[src/rtl/rdptr_empty_ae_if.sv]
// rtl/rdptr_empty_ae_if.sv - read-side pointer/flag bundle for an async FIFO
//
// Groups the read-domain handshake and status signals of rdptr_empty_ae.
//   i_rd_en            read request (master -> block)
//   i_wrptr_gray_sync  Gray write pointer, already in the read domain
//   i_uf_clr           clears the sticky underflow flag
//   o_rdptr_gray       registered Gray read pointer for the write domain
//   o_rdaddr           RAM read address
//   o_empty            registered empty flag
//   o_aempty           registered almost-empty flag
//   o_rd_level         registered occupancy seen by the read side
//   o_underflow        sticky read-while-empty flag
// The master modport is the read-side user; the slave modport is the block.
interface rdptr_empty_ae_if #(
   parameter int PTR_WIDTH = 3
);
   logic                 i_rd_en;
   logic [PTR_WIDTH:0]   i_wrptr_gray_sync;
   logic                 i_uf_clr;
   logic [PTR_WIDTH:0]   o_rdptr_gray;
   logic [PTR_WIDTH-1:0] o_rdaddr;
   logic                 o_empty;
   logic                 o_aempty;
   logic [PTR_WIDTH:0]   o_rd_level;
   logic                 o_underflow;

   modport master (
      output i_rd_en,
      output i_wrptr_gray_sync,
      output i_uf_clr,
      input  o_rdptr_gray,
      input  o_rdaddr,
      input  o_empty,
      input  o_aempty,
      input  o_rd_level,
      input  o_underflow
   );

   modport slave (
      input  i_rd_en,
      input  i_wrptr_gray_sync,
      input  i_uf_clr,
      output o_rdptr_gray,
      output o_rdaddr,
      output o_empty,
      output o_aempty,
      output o_rd_level,
      output o_underflow
   );
endinterface

[src/rtl/rdptr_empty_ae.sv]
// rtl/rdptr_empty_ae.sv - async FIFO read pointer with empty/almost-empty/level
//
// Ports:
//   i_rd_clk  read-domain clock, all state changes on its rising edge
//   i_rst     asynchronous active-high reset
//   bus       rdptr_empty_ae_if.slave (read request, synchronised Gray write
//             pointer, underflow clear in; Gray read pointer, RAM address,
//             empty, almost-empty, level and sticky underflow out)
// Parameters:
//   PTR_WIDTH      address width; depth is 2**PTR_WIDTH, pointers carry one
//                  extra wrap bit
//   AEMPTY_THRESH  almost-empty threshold in entries, 0 .. 2**PTR_WIDTH
module rdptr_empty_ae #(
   parameter int PTR_WIDTH     = 3,
   parameter int AEMPTY_THRESH = 2
) (
   input  logic           i_rd_clk,
   input  logic           i_rst,
   rdptr_empty_ae_if.slave bus
);

   localparam int PW = PTR_WIDTH + 1;
   localparam logic [PTR_WIDTH:0] AE_THRESH = PW'(AEMPTY_THRESH);

   logic [PTR_WIDTH:0] rbin;
   logic [PTR_WIDTH:0] rbin_next;
   logic [PTR_WIDTH:0] rgray_next;
   logic [PTR_WIDTH:0] wbin;
   logic [PTR_WIDTH:0] level_next;
   logic               rd_inc;

   logic [PTR_WIDTH:0] rgray_q;
   logic               empty_q;
   logic               aempty_q;
   logic [PTR_WIDTH:0] level_q;
   logic               uf_q;

   // A read only advances the pointer when the registered flag says data is
   // present; the flag is pessimistic, so this never overtakes the writer.
   always_comb begin
      rd_inc     = bus.i_rd_en & ~empty_q;
      rbin_next  = rbin + {{PTR_WIDTH{1'b0}}, rd_inc};
      rgray_next = rbin_next ^ (rbin_next >> 1);
   end

   // Gray to binary: each binary bit is the XOR of all Gray bits at or above it.
   always_comb begin
      wbin = '0;
      for (int k = 0; k <= PTR_WIDTH; k++) begin
         wbin[k] = ^(bus.i_wrptr_gray_sync >> k);
      end
   end

   // Level uses the post-read pointer so a read and a write in the same cycle
   // cancel out, and the last read shows empty on the very next edge.
   always_comb begin
      level_next = wbin - rbin_next;
   end

   always_ff @(posedge i_rd_clk or posedge i_rst) begin
      if (i_rst) begin
         rbin     <= '0;
         rgray_q  <= '0;
         empty_q  <= 1'b1;
         aempty_q <= 1'b1;
         level_q  <= '0;
         uf_q     <= 1'b0;
      end else begin
         rbin     <= rbin_next;
         rgray_q  <= rgray_next;
         // Comparing in the Gray domain avoids depending on the decoder for
         // the most timing-critical flag.
         empty_q  <= (rgray_next == bus.i_wrptr_gray_sync);
         aempty_q <= (level_next <= AE_THRESH);
         level_q  <= level_next;
         // Set has priority over clear so a same-cycle event is never lost.
         if (bus.i_rd_en && empty_q) begin
            uf_q <= 1'b1;
         end else if (bus.i_uf_clr) begin
            uf_q <= 1'b0;
         end
      end
   end

   assign bus.o_rdptr_gray = rgray_q;
   assign bus.o_rdaddr     = rbin[PTR_WIDTH-1:0];
   assign bus.o_empty      = empty_q;
   assign bus.o_aempty     = aempty_q;
   assign bus.o_rd_level   = level_q;
   assign bus.o_underflow  = uf_q;

endmodule

[src/flat_wrapper.sv]
// flat-port wrapper written by rule: the top's interface ports become plain ports
module rdptr_empty_ae_flat 
#(
   parameter int PTR_WIDTH     = 3,
   parameter int AEMPTY_THRESH = 2
)
  (i_rd_clk, i_rst, bus_i_rd_en, bus_i_wrptr_gray_sync, bus_i_uf_clr, bus_o_rdptr_gray, bus_o_rdaddr, bus_o_empty, bus_o_aempty, bus_o_rd_level, bus_o_underflow);
  rdptr_empty_ae_if #(.PTR_WIDTH(PTR_WIDTH)) bus_i ();
  input  logic i_rd_clk;
  input  logic i_rst;
  input wire logic [$bits(bus_i.i_rd_en)-1:0] bus_i_rd_en;
  input wire logic [$bits(bus_i.i_wrptr_gray_sync)-1:0] bus_i_wrptr_gray_sync;
  input wire logic [$bits(bus_i.i_uf_clr)-1:0] bus_i_uf_clr;
  output wire logic [$bits(bus_i.o_rdptr_gray)-1:0] bus_o_rdptr_gray;
  output wire logic [$bits(bus_i.o_rdaddr)-1:0] bus_o_rdaddr;
  output wire logic [$bits(bus_i.o_empty)-1:0] bus_o_empty;
  output wire logic [$bits(bus_i.o_aempty)-1:0] bus_o_aempty;
  output wire logic [$bits(bus_i.o_rd_level)-1:0] bus_o_rd_level;
  output wire logic [$bits(bus_i.o_underflow)-1:0] bus_o_underflow;
  assign bus_i.i_rd_en = bus_i_rd_en;
  assign bus_i.i_wrptr_gray_sync = bus_i_wrptr_gray_sync;
  assign bus_i.i_uf_clr = bus_i_uf_clr;
  assign bus_o_rdptr_gray = bus_i.o_rdptr_gray;
  assign bus_o_rdaddr = bus_i.o_rdaddr;
  assign bus_o_empty = bus_i.o_empty;
  assign bus_o_aempty = bus_i.o_aempty;
  assign bus_o_rd_level = bus_i.o_rd_level;
  assign bus_o_underflow = bus_i.o_underflow;
  rdptr_empty_ae #(.PTR_WIDTH(PTR_WIDTH), .AEMPTY_THRESH(AEMPTY_THRESH)) u_core (.i_rd_clk(i_rd_clk), .i_rst(i_rst), .bus(bus_i));
endmodule
[config.mk]
export PLATFORM = sky130hd
export DESIGN_NAME = rdptr_empty_ae_flat
export DESIGN_NICKNAME = d
export VERILOG_FILES = /design/src/rtl/rdptr_empty_ae_if.sv /design/src/rtl/rdptr_empty_ae.sv /design/src/flat_wrapper.sv
export SDC_FILE = /design/constraint.sdc
export NUM_CORES = 1
export LEC_CHECK = 0
export CAP_MARGIN = 15
export CELL_PAD_IN_SITES_DETAIL_PLACEMENT = 0
export CELL_PAD_IN_SITES_GLOBAL_PLACEMENT = 1
export CORE_UTILIZATION = 35
export CTS_CLUSTER_SIZE = 30
export DETAILED_ROUTE_END_ITERATION = 10
export PLACE_DENSITY_LB_ADDON = 0.2
export SYNTH_ARGS = -nofsm -noshare
export SYNTH_HDL_FRONTEND = slang
export SYNTH_SLANG_ARGS = --single-unit
[constraint.sdc]
create_clock -name i_rd_clk -period 3.3 [get_ports i_rd_clk]
set_clock_uncertainty 0.15 [all_clocks]
set_input_delay 0.99 -clock i_rd_clk [delete_from_list [all_inputs] [get_ports i_rd_clk]]
set_output_delay 0.99 -clock i_rd_clk [all_outputs]
set_load 0.01 [all_outputs]
# --- After elaboration in Yosys (flattened, before gate mapping) ---
# Cells that the tools add are included.
totals:
  wordCells: 21
  input_bits: 8
  output_inout_bits: 14
  reg_bits: 15
op_classes:
  n_bitwise: 3
  eq_ne: 1
  n_lt_le_gt_ge: 1
  n_reduce_logical: 6
  add_sub_neg: 2
  n_mux: 2
op_table:
  columns: ["op", "count"]
  rows:
  - ["XOR reduction 4 bit", 4]
  - ["adder 4 x 1 -> 4 bit", 1]
  - ["equality test 4 bit", 1]
  - ["less-or-equal comparator 4 x 2 -> 1 bit (second input constant)", 1]
  - ["subtractor 4 bit", 1]
  - ["bitwise XOR 4 x 3 -> 4 bit", 1]
  - ["2-to-1 mux 1 bit", 2]
  - ["nonzero test 2 bit", 1]
  - ["AND 1 bit", 1]
  - ["logical AND 1 bit", 1]
  - ["inverter 1 bit", 1]

# --- Logic depth before layout (Yosys ltp) ---
depth:
  ltp_word: 5
  mapped_depth: 9

# --- Least setup slack after synthesis ---
# No wires, ideal clock.
synth_timing:
  path_kind: "in2reg"
  startpoint: "input port bus_i_rd_en"
  endpoint: "register u_core.level_q[3] (netlist: u_core.bus.o_rd_level[3])"
  setup_slack_ns: 0.174
  arrival_ns: 2.849
  n_path_buf: 0
  setup_ns: 0.127
  stages: 8
  path_cell_list: "nor2b_1 > ha_1 > ha_1 > xnor2_2 > ha_1 > a211o_1 > and4_2 > or2_2"
synth_via:
  elab_chain_cells: 3
synth_rtl:
  columns: ["element", "line", "text"]
  rows:
  - ["from (decl)", "flat_wrapper.sv:11", "input wire logic [$bits(bus_i.i_rd_en)-1:0] bus_i_rd_en;"]
  - ["AND 1 bit", "rdptr_empty_ae.sv:41", "rd_inc = bus.i_rd_en & ~empty_q;"]
  - ["adder 4 x 1 -> 4 bit", "rdptr_empty_ae.sv:42", "rbin_next = rbin + {{PTR_WIDTH{1'b0}}, rd_inc};"]
  - ["subtractor 4 bit", "rdptr_empty_ae.sv:57", "level_next = wbin - rbin_next;"]
  - ["via u_core.level_next[3]", "rdptr_empty_ae.sv:29", "logic [PTR_WIDTH:0] level_next;"]
  - ["to (signal assigned)", "rdptr_empty_ae.sv:75", "level_q <= level_next;"]
  - ["to (decl)", "rdptr_empty_ae.sv:35", "logic [PTR_WIDTH:0] level_q;"]
# The timed path passes the listed nets, and every way through them passes these cells.
# A chain may end at the register's enable or synchronous reset.

# --- Final worst setup path ---
# Ends and elaborated chain as after synthesis.

==> impl_metrics.env <==
export IMPL_status="finished, final reports clean"
export IMPL_period_minus_slack_ps=3220
export IMPL_gp_congestion=0.714
export IMPL_cellPowerDensity_nw_per_um2=1190
export IMPL_totalWireLength_mm=1.36
export IMPL_fin_crit_sh_pct=97.5
export IMPL_overflow=0
export IMPL_syn_to_final_growth_pct=54.7
export IMPL_ant_nets=0
export IMPL_start_util_pct=37.6
export IMPL_yosysTopAreaCellShare_pct=39.9
export IMPL_worst_setup_path_start_kind="primary input"
export IMPL_yosys_register_bits=14
export IMPL_clk_pin_slew_ps=80
export IMPL_arrival_ps=3230
export IMPL_antenna_found_initial=0
export IMPL_num_antenna_cells=0
export IMPL_synth_fp_nets=75
export IMPL_synth_seq_area_share_pct=46.8
export IMPL_final_area_um2=1160
export IMPL_synth_cell_type_count=25
export IMPL_ir_worst_vdd_mv=0.555
export IMPL_clockRootBuffer="clkbuf_4"
export IMPL_synthTopCellsByArea="dfrtp_1 (40%), xnor2_1 (10%), ha_1 (8.3%)"
export IMPL_dp_final_hpwl_mm=1.12
export IMPL_num_vias=551
export IMPL_cp_common_cell="ha_4"
export IMPL_htree_levels=1
export IMPL_synth_area_um2=753
export IMPL_cts_setup_buffers=0
export IMPL_dr_first_iter_drc_count=6
export IMPL_avgSynthCellArea_um2=12.1
export IMPL_cp_buffers_inverters=1
export IMPL_die_x_um=48.4
export IMPL_place_area_um2=1070
export IMPL_rsz0062_at_grt="no"
export IMPL_clock_path_buffers=2
export IMPL_cts_tree="built"
export IMPL_grt_pass1_vias=565
export IMPL_leakagePower_nw=0.492
export IMPL_cp_slowest_cell="clkdlybuf4s50_1"
export IMPL_nets=111
export IMPL_dp_cells=120
export IMPL_ys_warn_count=0
export IMPL_grt_usage_pct=14.1
export IMPL_cts_sinks=14
export IMPL_crit_family="simple AND/OR/NAND/NOR gates"
export IMPL_synthFlopType="dfrtp_1"
export IMPL_tns_ps=0
export IMPL_cp_data_required_time_ps=3310
export IMPL_synth_cells=62
export IMPL_cts_inserted_buffers=3
export IMPL_hold_path_class="reg2reg"
export IMPL_crit_path_max_fanout=3
export IMPL_synth_top_area_cell="dfrtp_1"
export IMPL_rows=16
export IMPL_clkLatencyLatePin_ps=270
export IMPL_rrSetupSlack_ps=790
export IMPL_grt_max_degree=15
export IMPL_setup_slack_ps=82.3
export IMPL_synth_common_cells="dfrtp_1 (12), xnor2_1 (9), inv_1 (6), xor2_1 (6), ha_1 (5)"
export IMPL_firstDrtPassIters=3
export IMPL_drive_gt1_share_pct=32.0
export IMPL_tightest_slew_ps=487
export IMPL_slowest_delay_ps=420
export IMPL_viasPerCell=4.44
export IMPL_wl_per_cell_um=11.0
export IMPL_ys_async_sr_fraction_pct=100
export IMPL_synth_edff_count=0
export IMPL_setup_violations=0
export IMPL_yosysMostFrequentCell="dfrtp_1"
export IMPL_crit_chain="clkdlybuf4s50_1 -> nor2b_2 -> ha_2 -> ha_4 -> xnor2_4 -> ha_4 -> a211o_1 -> and4_2 -> or2_2"
export IMPL_relSlewSlack_pct=67.5
export IMPL_grt_pass1_wl_mm=2.48
export IMPL_drc=0
export IMPL_place_port_buffers=21
export IMPL_critPathKind="in2reg"
export IMPL_max_cap_violations=0
export IMPL_hold_violations=0
export IMPL_die_area_um2=2340
export IMPL_core_region_area_um2=2000
export IMPL_drv_slew=0
export IMPL_instances_no_fill=124
export IMPL_pre_cts_slack_ps=-293
export IMPL_max_clock_freq_mhz=311
export IMPL_fp_dieH_um=48.4
export IMPL_endpoint_kind="flip-flop"
export IMPL_ios=22
[layout by cell type (no fill, tap or decap), drive strengths merged, types with 2 or more instances in the layout]
cell / instances
buf: 12
ha: 5
dfstp: 2
clkbuf: 4
clkdlybuf4s50: 21
nand3: 2
nand2: 2
xor2: 6
dfrtp: 12
inv: 6
o21ai: 2
xnor2: 10
[area by class of cell]
type                       count  area (µm²)
inverter                       6        22.5
multi-input combinational     40         419
sequential                    14         353
tap                           27        33.8
timing repair buffer          33         300
fill                         173         837
clock buffer                   4        36.3
[layer usage]
layer	vias up	GRT usage (%)	share of wire, %	routed length, µm
met5	-	0	0	0
met4	0	7.35	2.1	29
met3	4	3.14	3.8	51
met2	18	22.8	51	693
met1	249	17.5	43	583
li1	280	-	-	-
[logic make-up (layout without fill, tap and decap cells)]
kind of cell | count (synthesis) | count (layout) | share of synthesized area (%)
XOR/XNOR | 17 | 17 | 22.9
flip-flops | 14 | 14 | 46.8
AND/OR/NAND/NOR | 10 | 10 | 8.31
AO/OA/AOI/OAI | 8 | 8 | 8.47
buffers and inverters | 8 | 43 | 5.15
adder cells (fa/ha/maj) | 5 | 5 | 8.31
[power breakdown]
part / internal [mW] / total, mW / switching, mW / leakage (nW)
Clock: 0.0670 / 0.119 / 0.0521 / 0.0210
Sequential: 0.276 / 0.329 / 0.0528 / 0.163
Combinational: 0.539 / 0.934 / 0.395 / 0.307
Total: 0.881 / 1.38 / 0.500 / 0.492
[tightest hold or removal path, stage by stage (launching register included)]
cell	delay [ps]
dfstp_2	380
nand2_1	50
o21ai_0	70
[through the flow]
stage | util, % | hold WS (ps) | power (mW)
after floorplan | - | 372 | 0.844
after global placement | 53.5 | 368 | 1.19
after detailed placement | 53.5 | 378 | 1.20
after CTS | 55.4 | 390 | 1.33
after global routing | 58.2 | 408 | 1.51
final | 58.2 | 387 | 1.38
[sequential cells by signal (all words and copies together) (netlist names)]
| register | flops |
|---|---|
| u_core.bus.o_aempty | 1 |
| u_core.bus.o_empty | 1 |
| u_core.bus.o_rd_level | 4 |
| u_core.bus.o_rdptr_gray | 3 |
| u_core.bus.o_underflow | 1 |
| u_core.rbin | 4 |
[final timing paths]
kind | end | cells past startpoint | startpoint
max reg2reg | u_core.bus.o_rd_level[3] | 8 | u_core.bus.o_empty
min reg2reg | u_core.bus.o_underflow | 2 | u_core.bus.o_empty
max | u_core.bus.o_rd_level[3] | 9 | bus_i_rd_en
min in group asynchronous | u_core.bus.o_rd_level[1] | 2 | i_rst
min | u_core.bus.o_underflow | 2 | u_core.bus.o_empty
max in group asynchronous | u_core.bus.o_empty | 2 | i_rst
[what timing repair did]
item | CTS | global route
pin swaps | 0 | 5
setup endpoints to repair | 2 | 2
resized for setup | 1 | 9
hold buffers | 0 | 0
No activity file was read; power rests on OpenSTA's default activity.
